File: src/rtl/mux_n1_reg.sv
// N-channel, WIDTH-bit registered multiplexer with valid/ready on every channel and the output.
// Channels are granted by a latched select (fixed mode) or round-robin over valid channels.
module mux_n1_reg #(
    parameter int WIDTH = 1,
    parameter int N_CH  = 4,
    localparam int SEL_W = $clog2(N_CH)
) (
    input  logic                    inClk,
    input  logic                    inRst,
    input  logic [N_CH*WIDTH-1:0]   inData,
    input  logic [N_CH-1:0]         inValid,
    output logic [N_CH-1:0]         outReady,
    input  logic                    inMode,
    input  logic [SEL_W-1:0]        inSel,
    input  logic                    inSelLoad,
    output logic [WIDTH-1:0]        outData,
    output logic                    outValid,
    input  logic                    inReady,
    output logic [SEL_W-1:0]        outChan,
    output logic                    outSelErr
);

    typedef enum logic {ST_EMPTY, ST_FULL} state_e;

    state_e             state_q, state_d;
    logic [WIDTH-1:0]   data_q, data_d;
    logic [SEL_W-1:0]   chan_q, chan_d;
    logic [SEL_W-1:0]   sel_q, sel_d;
    logic [SEL_W-1:0]   last_q, last_d;
    logic               sel_err_q, sel_err_d;

    logic [WIDTH-1:0]   ch_data [N_CH];
    logic               may_load;
    logic               grant;
    logic [SEL_W-1:0]   grant_ch;
    logic               rr_found;
    logic [SEL_W-1:0]   rr_ch;
    logic [SEL_W:0]     rr_sum;

    always_comb begin
        for (int c = 0; c < N_CH; c++) begin
            ch_data[c] = inData[c*WIDTH +: WIDTH];
        end
    end

    // Round-robin search starts one past the last granted channel and wraps.
    always_comb begin
        // NOTE: every combinational output gets a default first so no path can infer a latch.
        rr_found = 1'b0;
        rr_ch    = '0;
        rr_sum   = '0;
        for (int i = 1; i <= N_CH; i++) begin
            rr_sum = {1'b0, last_q} + (SEL_W+1)'(i);
            if (rr_sum >= (SEL_W+1)'(N_CH)) begin
                rr_sum = rr_sum - (SEL_W+1)'(N_CH);
            end
            if (!rr_found && inValid[rr_sum[SEL_W-1:0]]) begin
                rr_found = 1'b1;
                rr_ch    = rr_sum[SEL_W-1:0];
            end
        end
    end

    always_comb begin
        may_load = (state_q == ST_EMPTY) || inReady;
        grant_ch = inMode ? rr_ch : sel_q;
        grant    = !inRst && may_load && (inMode ? rr_found : inValid[sel_q]);
        outReady = '0;
        if (grant) begin
            outReady[grant_ch] = 1'b1;
        end
    end

    always_comb begin
        state_d   = state_q;
        data_d    = data_q;
        chan_d    = chan_q;
        sel_d     = sel_q;
        last_d    = last_q;
        sel_err_d = 1'b0;

        if (grant) begin
            state_d = ST_FULL;
            data_d  = ch_data[grant_ch];
            chan_d  = grant_ch;
            if (inMode) begin
                last_d = grant_ch;
            end
        end else if (state_q == ST_FULL && inReady) begin
            state_d = ST_EMPTY;
        end

        // Out-of-range loads leave the select untouched and flag a one-cycle error.
        if (inSelLoad) begin
            if ({1'b0, inSel} < (SEL_W+1)'(N_CH)) begin
                sel_d = inSel;
            end else begin
                sel_err_d = 1'b1;
            end
        end
    end

    always_ff @(posedge inClk) begin
        // NOTE: sequential state uses non-blocking assignments so all flops update together.
        if (inRst) begin
            state_q   <= ST_EMPTY;
            data_q    <= '0;
            chan_q    <= '0;
            sel_q     <= '0;
            last_q    <= SEL_W'(N_CH - 1);
            sel_err_q <= 1'b0;
        end else begin
            state_q   <= state_d;
            data_q    <= data_d;
            chan_q    <= chan_d;
            sel_q     <= sel_d;
            last_q    <= last_d;
            sel_err_q <= sel_err_d;
        end
    end

    assign outData   = data_q;
    assign outValid  = (state_q == ST_FULL);
    assign outChan   = chan_q;
    assign outSelErr = sel_err_q;

endmodule
File: config.mk
export PLATFORM = sky130hd
export DESIGN_NAME = mux_n1_reg
export DESIGN_NICKNAME = d
export VERILOG_FILES = /design/src/rtl/mux_n1_reg.sv
export SDC_FILE = /design/constraint.sdc
export NUM_CORES = 1
export LEC_CHECK = 0
export ABC_AREA = 1
export CORE_MARGIN = 2
export CORE_UTILIZATION = 40
export CTS_BUF_LIST = sky130_fd_sc_hd__clkbuf_8 sky130_fd_sc_hd__clkbuf_16
export CTS_CLUSTER_SIZE = 40
export DETAILED_ROUTE_END_ITERATION = 8
export GPL_TIMING_DRIVEN = 0
export PLACE_DENSITY = 0.75
export SYNTH_ARGS = -nofsm -noshare
export SYNTH_HDL_FRONTEND = slang
export SYNTH_SLANG_ARGS = --single-unit
File: constraint.sdc
create_clock -name inClk -period 1.7 [get_ports inClk]
set_input_delay 0.255 -clock inClk [delete_from_list [all_inputs] [get_ports inClk]]
set_output_delay 0.255 -clock inClk [all_outputs]
set_load 0.1 [all_outputs]
======== Word-level counts from Yosys, hierarchy flattened ========
Cells that the tools add are included.
storage, ports and cells
  flip-flop bits (word level) ............. 8
  input port bits ......................... 15
  output and inout port bits .............. 9
  word-level logic and storage cells ...... 73
cells by class
  $add $sub $neg .......................... 8
  order comparisons ....................... 12
  muxes and demuxes ....................... 32
  bitwise gates (word level) .............. 2
  reduce and logical (&&, ||, !) cells .... 14
operator list
  operator                                                     number
  less-than comparator 2 x 3 -> 1 bit (second input constant)  6
  2-to-1 mux 2 bit                                             9
  >= comparator 3 bit (second input constant)                  5
  2-to-1 mux 1 bit                                             15
  binary-select mux 1 bit (select 2 bit)                       6
  subtractor 2 x 1 -> 2 bit (second input constant)            4
  logical AND 1 bit                                            7
  adder 2 x 2 -> 3 bit (second input constant)                 2
  zero test 1 bit                                              4
  2-to-1 mux 4 bit                                             1
  adder 2 x 1 -> 3 bit (second input constant)                 1
  adder 2 x 3 -> 3 bit (second input constant)                 1
  NOT 2 -> 3 bit                                               1
  demux 1 bit (select 2 bit)                                   1
  >= comparator 2 x 1 -> 1 bit (second input constant)         1
  AND reduction 2 bit                                          1
  nonzero test 2 bit                                           1
  logical OR 1 bit                                             1
  NOT 1 bit                                                    1

======== Longest topological paths before layout ========
  depth after elaboration ................. 21
  depth in mapped cells ................... 16
  gate-level depth less buffers ........... 15

======== Worst setup path after synthesis ========
Ideal clock, no wire load.
  path kind ............................... register to output
  start ................................... register state_q, in the netlist outValid
  end ..................................... output outReady[3]
  data arrival time ....................... 3225 ps
  data required time ...................... 1445 ps
  path slack .............................. -1780 ps
  stages on the path, launching flop included .. 6
  buffers on the path ..................... 0
  path through ............................ dfxtp_1 > nand2_1 > nand3_1 > nor2_1 > nand2_2 > nor3_1
between the ends
  cells in the longest elaborated chain, start to end .. 5
ends and longest elaborated chain
  what                             line  text
  start: declaration               25    state_e state_q, state_d;
  start signal: assignment         113   state_q <= state_d;
  NOT 1 bit                        65    may_load = (state_q == ST_EMPTY) || inReady;
  logical OR 1 bit                 65
  logical AND 1 bit (2 in series)  67    grant = !inRst && may_load && (inMode ? rr_found : inValid[sel_q]);
  2-to-1 mux 4 bit                 69    if (grant) begin
  end: declaration                 12    output logic [N_CH-1:0] outReady,
No other way between the ends.

======== Final worst setup path ========
  start ................................... register last_q[0]
  end ..................................... output outReady[2]
between the ends
  cells in the longest elaborated chain, start to end .. 21
  elaborated cells on any way between the ends .. 47
  those cells by class .................... 8 x add/sub; 6 x order compare; 25 x mux; 8 x reduce/logical
ends and longest elaborated chain
  what                                                                                                       line    text
  start: declaration                                                                                         29      logic [SEL_W-1:0] last_q, last_d;
  start signal: assignment                                                                                   110     last_q <= SEL_W'(N_CH - 1);
  start signal: assignment                                                                                   117     last_q <= last_d;
  adder 2 x 1 -> 3 bit                                                                                       53      rr_sum = {1'b0, last_q} + (SEL_W+1)'(i);
  >= comparator 3 bit or subtractor 2 x 1 -> 2 bit (tied branches)                                           54, 55
  2-to-1 mux 2 bit                                                                                           54      if (rr_sum >= (SEL_W+1)'(N_CH)) begin
  binary-select mux 1 bit (select 2 bit)                                                                     57      if (!rr_found && inValid[rr_sum[SEL_W-1:0]]) begin
  2-to-1 mux 1 bit (not written as such)                                                                     57
  2-to-1 mux 1 bit                                                                                           57
  zero test 1 bit                                                                                            57
  logical AND 1 bit                                                                                          57
  [5 not listed]                                                                                             n/a
  logical AND 1 bit                                                                                          57
  2-to-1 mux 2 bit                                                                                           57
  2-to-1 mux 2 bit                                                                                           66      grant_ch = inMode ? rr_ch : sel_q;
  less-than comparator 2 x 3 -> 1 bit (not written as such) or >= comparator 2 x 1 -> 1 bit (tied branches)  70      outReady[grant_ch] = 1'b1;
  logical AND 1 bit (not written as such)                                                                    70
  2-to-1 mux 1 bit (not written as such)                                                                     70
  demux 1 bit (select 2 bit)                                                                                 70
  2-to-1 mux 4 bit *                                                                                         69
Mark *: on every way between the ends. The rest lies on a longest branch, timed or not. The select of a mux whose other input is x is not followed.

==> metrics <==
outcome=finished, violations left; violated checks=setup timing; horizontal die dimension=46.6 µm; DR WL/cell=15.3 µm; initial detailed-routing violation count=45; proportion of power drawn by combinational gates=62.0%; Vias=1045; clock network power share=18.9%; Routability Congestion=0.817; root cell of the clock tree=sky130_fd_sc_hd__clkbuf_8; max-slew headroom at the worst pin=35.9%; area overhead of the layout relative to synthesis=99.0%; total number of clock tree sinks=8; clock latency of the later-clocked register in the worst-skew pair=0.22 ns; Final Cycle Share=141%; post-synthesis sequential element count=8; Setup CP Type=flop to output port; cts hold-fix bufs=0; number of library cell types mapped by synthesis=22; cell area after technology mapping=724 µm²; post-synth net total=140; global-route usage over all layers=21.9%; Hold Crit Class=flop to flop; Final #Nets=187; hpwl dp=1.43 mm; number of global-route vias before repair=814; Synth warnings=0; list of cells traversed by the critical path=clkbuf_16 -> nand2_1 -> nand2_4 -> nand2_2 -> nand2_4 -> nand2_2 -> nand2_2 -> a21oi_2 -> nand2_2 -> nand2_4 -> inv_2 -> nor2_4 -> inv_2 -> nor2_4 -> buf_12; longest individual stage delay on the worst path=0.35 ns; 1st-pass router iterations=4; share of the synthesized area in the top cell type=22.1%; fraction of layout cells with a size suffix above 1=50.0%; Critical Path RT=1.44 ns; CTS tree=done; P_leak=0.738 nW; Max rail drop VDD=554 µV; final critical-path required period=2.40 ns; Post-synth top cells=36 x sky130_fd_sc_hd__nand2_1, 18 x sky130_fd_sc_hd__inv_1, 9 x sky130_fd_sc_hd__a21oi_1, 9 x sky130_fd_sc_hd__nand3_1, 9 x sky130_fd_sc_hd__nor2_1; floorplan die area=0.00217 mm²; switching share of total power=46.2%; post-CTS clock slew at the launch and capture registers of the worst setup and hold paths=0.04 ns; net load switching power=0.538 mW; Remaining DRCs=0; setup ws final=-0.701 ns; # port buffers=22; mean cell area of the mapped netlist=5.80 µm²; clock tree buffer depth=2; # rows=15; total negative slack for setup checks=-4.46 ns; initial antenna violation count=0; grt total ovfl=0; Routed Antenna Nets=0; Gate Count Post-Synth=125; maximum fanout encountered on the critical timing path=4; post-synthesis async set-or-reset flop share=0%; FMAX=0.416 GHz; Power Dens Cells=807 mW/mm²; RSZ-0062 raised after global routing=true; core region area=0.00171 mm²; I/O Pins=24; effective utilization at floorplan=42.4%; first-pass GRT wire length=3.35 mm; gate family responsible for the most delay along the worst path=simple AND/OR/NAND/NOR gates; post-synthesis cell type with the largest combined area=sky130_fd_sc_hd__dfxtp_1; synth top area cells=sky130_fd_sc_hd__dfxtp_1 22%, sky130_fd_sc_hd__nand2_1 19%, sky130_fd_sc_hd__inv_1 9.3%; crit start category=flop; Internal Power=0.626 mW; number of enable-type register cells in the synthesized netlist=0; final wirelength=2.98 mm; chip height=46.6 µm; final antenna diode count=0; Worst Setup End Kind=output port; library cell contributing the largest single delay on the critical path=sky130_fd_sc_hd__dfxtp_4; share of the yosys chip area belonging to registers=22.1%; Final Hold Fails=0; max-cap violations=0; pin count of the biggest net entering global routing=10; register-to-register path setup slack=-0.54 ns; H-tree depth reported by CTS=1; count of endpoints failing setup in the final report=9; sum of internal, switching and leakage power=1.16 mW; sum of buffers and inverters on the critical path=4; transition time at the pin with the least slew margin=0.965 ns; pins over their slew limit=0; most numerous cell in the Yosys netlist=sky130_fd_sc_hd__nand2_1; CTS buffer count=3; Primary FF master, synth=sky130_fd_sc_hd__dfxtp_1; Fin Clk Skew=0.000259 ns; number of vias per cell after detailed routing=5.36; Most common cell on crit path=sky130_fd_sc_hd__nand2_2; Reg power frac=19.2%; arrival time of data at the critical path endpoint=2.15 ns
==> kinds of logic after synthesis <==
kind of cell           after synthesis  synth area share [%]
AOI/OAI and AO/OA                   20                  16.4
buffers and inverters               26                  16.1
DFF                                  8                  22.1
other                                1                 0.518
and+or+nand+nor                     70                  44.9
==> layout by cell type (no fill, tap or decap), types with 2 or more instances in the layout <==
cell and instances:
sky130_fd_sc_hd__nand2_1 20, sky130_fd_sc_hd__nand2_4 14, sky130_fd_sc_hd__inv_1 14, sky130_fd_sc_hd__buf_4 14
sky130_fd_sc_hd__nand2_2 11, sky130_fd_sc_hd__clkdlybuf4s50_1 9, sky130_fd_sc_hd__dlygate4sd2_1 9, sky130_fd_sc_hd__inv_2 8
sky130_fd_sc_hd__a21oi_2 5, sky130_fd_sc_hd__nand3_1 5, sky130_fd_sc_hd__nor2_4 5, sky130_fd_sc_hd__dfxtp_1 5
sky130_fd_sc_hd__buf_6 5, sky130_fd_sc_hd__nor2_1 4, sky130_fd_sc_hd__o21ai_1 4, sky130_fd_sc_hd__nand3_2 4
sky130_fd_sc_hd__a21oi_1 4, sky130_fd_sc_hd__buf_12 4, sky130_fd_sc_hd__o211ai_1 3, sky130_fd_sc_hd__o21ai_0 3
sky130_fd_sc_hd__clkbuf_8 3, sky130_fd_sc_hd__nor2_2 2, sky130_fd_sc_hd__nand4_1 2, sky130_fd_sc_hd__nand3b_1 2
sky130_fd_sc_hd__dfxtp_4 2
==> what timing repair did <==
item	CTS	global route
buffers inserted	11	7
resized for setup	68	25
pin swaps	21	10
cloned	0	2
setup endpoints to repair	12	9
==> final cells by class <==
type	instances	area (µm²)
Tap cell	25	31.3
Inverter	24	105
Timing Repair Buffer	41	428
Fill cell	97	267
Multi-Input combinational cell	91	636
Timing Repair inverter	1	8.76
Clock buffer	3	41.3
Buffer	2	22.5
Sequential cell	8	169
==> per-layer routing <==
layer | GRT usage [%] | wire, µm | vias to the layer above
li1 | - | - | 483
met1 | 28.7 | 1160 | 472
met2 | 35.0 | 1490 | 71
met3 | 2.75 | 229 | 19
met4 | 10.3 | 106 | 0
met5 | 0 | 0 | -
==> registers in the layout, indices dropped and copies added, names as in the netlist <==
name,cells
sel_q,2
outValid,1
outData,1
last_q,2
outChan,2
==> path summary, 6_finish.rpt <==
| check | endpoint | startpoint | depth (start not counted) |
|---|---|---|---|
| max | outReady[2] | last_q[0] | 15 |
| min | outValid | outValid | 2 |
| max reg2reg | outData | last_q[0] | 15 |
| min reg2reg | outValid | outValid | 2 |
==> tightest hold or removal path, stage by stage (launching register included) <==
cell	delay, ns
sky130_fd_sc_hd__dfxtp_2	0.31
sky130_fd_sc_hd__nand2_1	0.08
sky130_fd_sc_hd__a21oi_1	0.06
==> through the flow <==
stage | std cells | worst slack, ns | utilization [%] | instance area [µm²] | hold slack [ns]
2_1_floorplan | 125 | -0.509 | - | 782 | 0.317
3_3_place_gp | 172 | -1.57 | 60.5 | 1030 | 0.488
3_5_place_dp | 172 | -1.59 | 60.5 | 1030 | 0.483
4_1_cts | 186 | -0.529 | 73.8 | 1260 | 0.496
5_1_grt | 195 | -0.811 | 84.4 | 1440 | 0.528
6_report | 195 | -0.701 | 84.4 | 1440 | 0.496
==> power groups by stage <==
stage               clock network [mW]  registers [mW]  logic [mW]
floorplan                            0           0.301       0.300
global placement                     0           0.222       0.482
detailed placement                   0           0.223       0.488
CTS                              0.229           0.219       0.592
global route                     0.236           0.225       0.753
finish                           0.219           0.223       0.721
Power figures use the tool's default switching activity.
